===== config.mk =====
export PLATFORM = sky130hd
export DESIGN_NAME = regfile_port_arbiter
export DESIGN_NICKNAME = d
export VERILOG_FILES = /design/src/rtl/regfile_pkg.sv /design/src/rtl/regfile_arb_pick.sv /design/src/rtl/regfile_port_arbiter.sv
export SDC_FILE = /design/constraint.sdc
export NUM_CORES = 1
export LEC_CHECK = 0
export ABC_CLOCK_PERIOD_IN_PS = 2100
export CAP_MARGIN = 10
export CELL_PAD_IN_SITES_DETAIL_PLACEMENT = 1
export CELL_PAD_IN_SITES_GLOBAL_PLACEMENT = 2
export CORE_ASPECT_RATIO = 0.9
export CORE_UTILIZATION = 18
export DETAILED_ROUTE_END_ITERATION = 7
export GPL_ROUTABILITY_DRIVEN = 1
export GPL_TIMING_DRIVEN = 0
export PLACE_DENSITY = 0.86
export SLEW_MARGIN = 20
export SYNTH_ARGS = -nofsm -noshare
export SYNTH_HDL_FRONTEND = slang
export SYNTH_HIERARCHICAL = 1
export SYNTH_SLANG_ARGS = --single-unit

===== constraint.sdc =====
create_clock -name Clock -period 2.1 [get_ports Clock]
set_input_delay 0.42 -clock Clock [delete_from_list [all_inputs] [get_ports Clock]]
set_output_delay 0.42 -clock Clock [all_outputs]
set_load 0.05 [all_outputs]

===== src/rtl/regfile_pkg.sv =====
// Shared types and sizes for the register-file port arbiter.
package regfile_pkg;

  localparam int ADDR_W   = 6;
  localparam int DATA_W   = 16;
  localparam int NUM_REGS = 64;

  typedef struct packed {
    logic              Write;
    logic [ADDR_W-1:0] Addr;
    logic [DATA_W-1:0] WData;
  } rf_req_t;

  typedef enum logic {
    REQ_CORE = 1'b0,
    REQ_DBG  = 1'b1
  } req_id_t;

endpackage


===== src/rtl/regfile_arb_pick.sv =====
// Combinational two-way grant decision between the core and debug requesters.
module regfile_arb_pick
  import regfile_pkg::*;
(
  input  logic [1:0] Req,
  input  logic [1:0] Write,
  input  logic       Ptr,
  output logic [1:0] Gnt,
  output logic       DualRead,
  output logic       Conflict,
  output logic       Loser
);

  logic bothReq;

  assign bothReq  = Req[REQ_CORE] & Req[REQ_DBG];
  assign DualRead = bothReq & ~Write[REQ_CORE] & ~Write[REQ_DBG];
  assign Conflict = bothReq & (Write[REQ_CORE] | Write[REQ_DBG]);
  assign Loser    = ~Ptr;

  // Outside a conflict every requester that asks is served.
  always_comb begin
    Gnt = Req;
    if (Conflict) begin
      Gnt = Ptr ? 2'b10 : 2'b01;
    end
  end

endmodule


===== src/rtl/regfile_port_arbiter.sv =====
// Arbitrates the shared 64x16 register file between core and debug requesters,
// registering read responses and counting denied cycles.
module regfile_port_arbiter
  import regfile_pkg::*;
(
  input  logic              Clock,
  input  logic              nReset,
  input  logic [1:0]        Req,
  input  logic [1:0]        Write,
  input  logic [ADDR_W-1:0] Addr0,
  input  logic [ADDR_W-1:0] Addr1,
  input  logic [DATA_W-1:0] WData0,
  input  logic [DATA_W-1:0] WData1,
  output logic [1:0]        Gnt,
  output logic [1:0]        RValid,
  output logic [DATA_W-1:0] RData0,
  output logic [DATA_W-1:0] RData1,
  output logic [15:0]       ConflictCount,
  output logic [ADDR_W-1:0] AddressA,
  output logic [ADDR_W-1:0] AddressB,
  output logic [DATA_W-1:0] WriteData,
  output logic              WriteEnable,
  input  logic [DATA_W-1:0] ReadDataA,
  input  logic [DATA_W-1:0] ReadDataB
);

  logic       Ptr;
  logic [1:0] pickGnt;
  logic       DualRead;
  logic       Conflict;
  logic       Loser;
  rf_req_t    reqs [2];

  assign reqs[REQ_CORE] = '{Write: Write[REQ_CORE], Addr: Addr0, WData: WData0};
  assign reqs[REQ_DBG]  = '{Write: Write[REQ_DBG],  Addr: Addr1, WData: WData1};

  regfile_arb_pick uPick (
    .Req      (Req),
    .Write    (Write),
    .Ptr      (Ptr),
    .Gnt      (pickGnt),
    .DualRead (DualRead),
    .Conflict (Conflict),
    .Loser    (Loser)
  );

  // Grants are suppressed combinationally for the whole time reset is held.
  assign Gnt = nReset ? pickGnt : 2'b00;

  // NOTE: every output of a combinational block is given a default first so
  // that no path leaves it unassigned and a latch gets inferred.
  always_comb begin
    AddressA    = '0;
    AddressB    = '0;
    WriteData   = '0;
    WriteEnable = 1'b0;
    if (Gnt[REQ_CORE]) begin
      AddressA = reqs[REQ_CORE].Addr;
      if (reqs[REQ_CORE].Write) begin
        WriteData   = reqs[REQ_CORE].WData;
        WriteEnable = 1'b1;
      end
    end
    if (Gnt[REQ_DBG]) begin
      if (DualRead) begin
        AddressB = reqs[REQ_DBG].Addr;
      end else begin
        AddressA = reqs[REQ_DBG].Addr;
        if (reqs[REQ_DBG].Write) begin
          WriteData   = reqs[REQ_DBG].WData;
          WriteEnable = 1'b1;
        end
      end
    end
  end

  // NOTE: sequential state uses non-blocking assignments so every flop samples
  // pre-edge values regardless of statement order.
  always_ff @(posedge Clock or negedge nReset) begin
    if (!nReset) begin
      Ptr           <= REQ_CORE;
      RValid        <= 2'b00;
      RData0        <= '0;
      RData1        <= '0;
      ConflictCount <= '0;
    end else begin
      RValid <= Gnt & ~Write;
      if (Gnt[REQ_CORE] && !Write[REQ_CORE]) begin
        RData0 <= ReadDataA;
      end
      if (Gnt[REQ_DBG] && !Write[REQ_DBG]) begin
        RData1 <= DualRead ? ReadDataB : ReadDataA;
      end
      if (Conflict) begin
        Ptr <= Loser;
        if (ConflictCount != 16'hFFFF) begin
          ConflictCount <= ConflictCount + 16'd1;
        end
      end
    end
  end

endmodule


==> results by stage <==
Run status:
- The run finished, with violations left.
- The final reports fail on setup timing.

Synth:
- During synthesis, Yosys emitted a total of 6 warnings.
- In the synthesized netlist the async set-or-reset flop fraction comes to 100.0%.
- The main flop type after synthesis is sky130_fd_sc_hd__dfrtp_1.
- By area the synthesized netlist is led by sky130_fd_sc_hd__dfrtp_1 (48%), sky130_fd_sc_hd__nand2_1 (9.5%), sky130_fd_sc_hd__o21ai_0 (7.8%).
- The main combinational cell family by area after synthesis is simple AND/OR/NAND/NOR gates.
- After synthesis, flip-flops and latches occupy between 40% and 50% of the total area.
- The netlist uses 33 different library cells.
- The synthesized flop and latch total is slightly above 50.
- In the post-synthesis netlist, the cell with the most instances is sky130_fd_sc_hd__nand2_1.
- The post-synthesis compound-gate area fraction is 9.972%.
- The adder-cell area share of the yosys netlist is 0.4748%.
- The synthesized netlist devotes 4.321% of its cell area to XOR and XNOR gates.
- The synthesized design contains 0 enable-type register cells.
- After technology mapping, the gate count stands at between 200 and 300.
- The cell accounting for the most synthesized area is sky130_fd_sc_hd__dfrtp_1.
- The area share of the largest cell type after synthesis is 48.43%.
- The number of nets in the synthesized netlist is 357.
- After synthesis, the most frequently instantiated cells are sky130_fd_sc_hd__nand2_1 (67), sky130_fd_sc_hd__dfrtp_1 (51), sky130_fd_sc_hd__o21ai_0 (41).
- The multiplexer fraction of the synthesized cell area is 13.91%.
- The simple-gate portion of the synthesized area is 19.80%.
- The cell area that synthesis handed to floorplanning was 2635 sq um.
- The synthesized area per cell is 9.617 sq um.

Place:
- In this run, placement finished with an instance count of 629.
- Detailed placement ended at an HPWL of slightly below 8 mm.
- Buffers placed on the I/O ports in this run total 162.
- At the end of routability-driven placement, the weighted congestion stood at 0.7153.

STA:
- The setup violation total in the final timing report is 23.
- Static timing analysis puts the maximum clock frequency at 0.4223 GHz.
- The ratio of final minimum period to clock period is 112.8%.
- The post-layout worst setup margin is -0.2681 ns.
- The final number of hold-violating endpoints is 0.
- At the pin with the least slew margin, the transition time is 0.6127 ns.
- Setup repair after global routing could not meet its margin everywhere.
- The final hold slack is 0.04200 ns.
- The count of final max-slew check failures is 0.
- On the final layout, the worst clock skew is roughly 0.0065 ns.
- The worst max-slew margin expressed relative to the limit is 59.02%.
- The time the worst path needs with I/O delays and setup is 2.368 ns.

Setup path:
- The endpoint of the lowest-slack register-to-register path is ConflictCount[1]$_DFFE_PN0P_.
- The data required time at the worst endpoint is between 1.5 and 2 ns.
- The category of the worst setup path launch point is a flop.
- The reg-to-reg startpoint is ConflictCount[12]$_DFFE_PN0P_.
- For this run, the slowest stage of the critical path takes 0.38 ns.
- Walking the worst path, the cells encountered are o31a_1 -> and3b_2 -> and2_4 -> clkbuf_16 -> o21ai_4 -> buf_6.
- In this run the worst path has a maximum fanout of 8.
- Setup slack on the worst reg-to-reg path comes out at 0.21 ns.
- The slowest stage of the critical path belongs to the cell sky130_fd_sc_hd__dfrtp_1.
- The worst setup path is of the reg2out kind.
- The critical path capture point type is an output port.
- Data on the critical path arrives at its endpoint at approximately 2.0 ns.
- The depth of the worst register-to-register path is 3.

Routing:
- After detailed routing, the average wire length per cell comes to 15.99 um.
- Before antenna repair, the detailed router went through 2 iterations.
- The DRC violation count after routing is 0.
- The via count is 2747.
- For this block, the routed nets add up to 10.39 mm of wire.
- The starting DRC count in detailed routing is 57.
- The number of vias per cell after detailed routing is between 4 and 5.
- The number of routed nets with antenna violations is 0.

Clocking:
- The number of buffers created by CTS is 5.
- After clock tree synthesis, the clock-pin slew on the worst setup and hold paths is 0.07 ns.
- The clock root buffer is sky130_fd_sc_hd__clkbuf_16.
- Buffers inserted to repair hold after CTS numbered 0.
- The TritonCTS clock tree is done.
- The clock net sink count is 51.
- The number of buffers on the longest clock path is 2.
- CTS built an H-tree with a depth of 2.
- Clock latency on the worst-skew pair, taken at its later pin, is around 0.29 ns.

Pwr:
- The internal portion of the total power is 2.736 mW.
- The highest ir drop seen on vdd is 0.7609 mV.
- The leakage power figure is 2.230 nW.
- The power density over cell area is 892.9 nW/um^2.
- The sequential share of power is about 30%.
- The clock network burns about a fifth of the power.
- The analysis attributes to net switching a power of 2.024 mW.
- The post-layout total power is about 4.8 mW.
- The share of total power dissipated in combinational logic is 49.8%.
- The switching portion of total power is 42.53%.

Cells and area:
- The count of non-filler cells in the finished layout is 650.
- Of the cells placed in the final design, the portion with a size suffix greater than 1 is 32.17%.
- After filler insertion, the fill cell instance count of the layout stands at 1596.
- The area occupied by multi-input gates is roughly 1600 sq um.
- The register cell area after layout is about 1300 sq um.
- The number of antenna diodes in the final layout is 0.
- The final net count is ~540.
- The growth of design area from synthesis to finish is 102.3%.

Floorplan:
- Measured along the y axis, the die boundary spans 116.8 um.
- After floorplanning, the core was divided into between 40 and 50 placement rows.
- The core region is about 14000 sq um.
- The effective utilization at floorplan is 18.61%.
- The die is 129.5 um wide.
- The I/O pin count is 163.
- The die covers 15130 sq um.

Global routing:
- Entering global routing, the biggest net connects 57 pins.
- The number of antenna violations at the first check in global routing is 0.
- Global routing used 13.49% of the available tracks.
- The first global-routing pass estimated around 15 mm of wire.
- The number of global-route vias before repair is roughly 2900.
- After global routing the overflow that remains totals 0.

Worst hold path:
- The path class of the tightest hold or removal check is in2async.

Flow run:
- The count of max-cap constraint violations is 0.
==> worst max path at each step <==
stage	start	endpoint	slack, ns	cells past startpoint
floorplan	Req[0]	WriteData[10]	-0.12	8
global route	Ptr$_DFFE_PN0P_	WriteData[12]	-0.31	6
detailed placement	Req[0]	AddressA[1]	-1.64	9
global placement	nReset	AddressA[1]	-3.29	6
finish	Ptr$_DFFE_PN0P_	WriteData[2]	-0.27	6
CTS	Ptr$_DFFE_PN0P_	WriteData[2]	-0.25	6
==> routing by layer <==
metal,part of all wire [%],GRT usage (%)
met3,8.5,3.909
met2,49,24.52
met1,42,15.89
met4,0.65,2.558
met5,0,0
==> state kept, by name (all words and copies together), names as in the netlist <==
| name | cells |
|---|---|
| RData0 | 16 |
| RData1 | 16 |
| Ptr | 1 |
| RValid | 2 |
| ConflictCount | 16 |
==> cell families after synthesis <==
| logic type | count (synthesis) |
|---|---|
| fa+ha+maj | 1 |
| buf+inv | 20 |
| flops | 51 |
| compound gates | 46 |
| mux | 34 |
| xor+xnor | 13 |
| simple gates | 109 |
==> final cells by class <==
cell class,count,area share [%]
tap,193,4.529
sequential,51,23.94
inverter,5,0.3520
clock inverter,2,0.7275
multi-input combinational,203,30.63
buffer,12,2.981
timing repair buffer,178,34.24
clock buffer,6,2.605
==> through the flow <==
| step | utilization, % | instance area, sq um | setup TNS (ns) | worst slack (ns) |
|---|---|---|---|---|
| finish | 37.65 | 5331 | -4.847 | -0.2681 |
| global route | 37.65 | 5331 | -5.935 | -0.3099 |
| CTS | 37.06 | 5248 | -4.780 | -0.2457 |
| detailed placement | 33.76 | 4780 | -69.35 | -1.644 |
| global placement | 33.78 | 4782 | -231.20 | -3.294 |
| floorplan | - | 2919 | -2.208 | -0.1237 |
==> placed cells by master, fill, tap and decap left out, drive strengths merged, types with 5 or more instances in the layout <==
cell,netlist,layout
and2,9,9
buf,5,52
clkbuf,10,18
clkdlybuf4s50,0,125
dfrtp,51,51
inv,5,6
mux2,18,18
mux2i,16,16
nand2,67,67
nand3,6,6
nor2,6,6
nor3,6,6
o21ai,41,41
xnor2,5,5
xor2,8,8
==> critical path, delay by kind of cell, from the launching register on <==
family                 cells  cell delay [ns]
AO/OA/AOI/OAI              2             0.46
buffers and inverters      2             0.36
flip-flops                 1             0.38
AND/OR/NAND/NOR            2             0.45
==> power groups by stage <==
stage / registers (mW) / clock network [mW] / logic, mW
2_1_floorplan: 2.23 / 0 / 0.560
3_3_place_gp: 1.42 / 0 / 2.22
3_5_place_dp: 1.43 / 0 / 2.25
4_1_cts: 1.41 / 1.02 / 2.37
5_1_grt: 1.45 / 1.06 / 2.49
6_report: 1.41 / 0.980 / 2.37
==> timing repair <==
action,CTS,global route
gates cloned,3,1
hold endpoints to repair,0,0
endpoints found under the setup margin,73,44
setup buffers,9,3
pin swaps,8,7
gates resized for setup,266,26
Power figures use the tool's default switching activity.
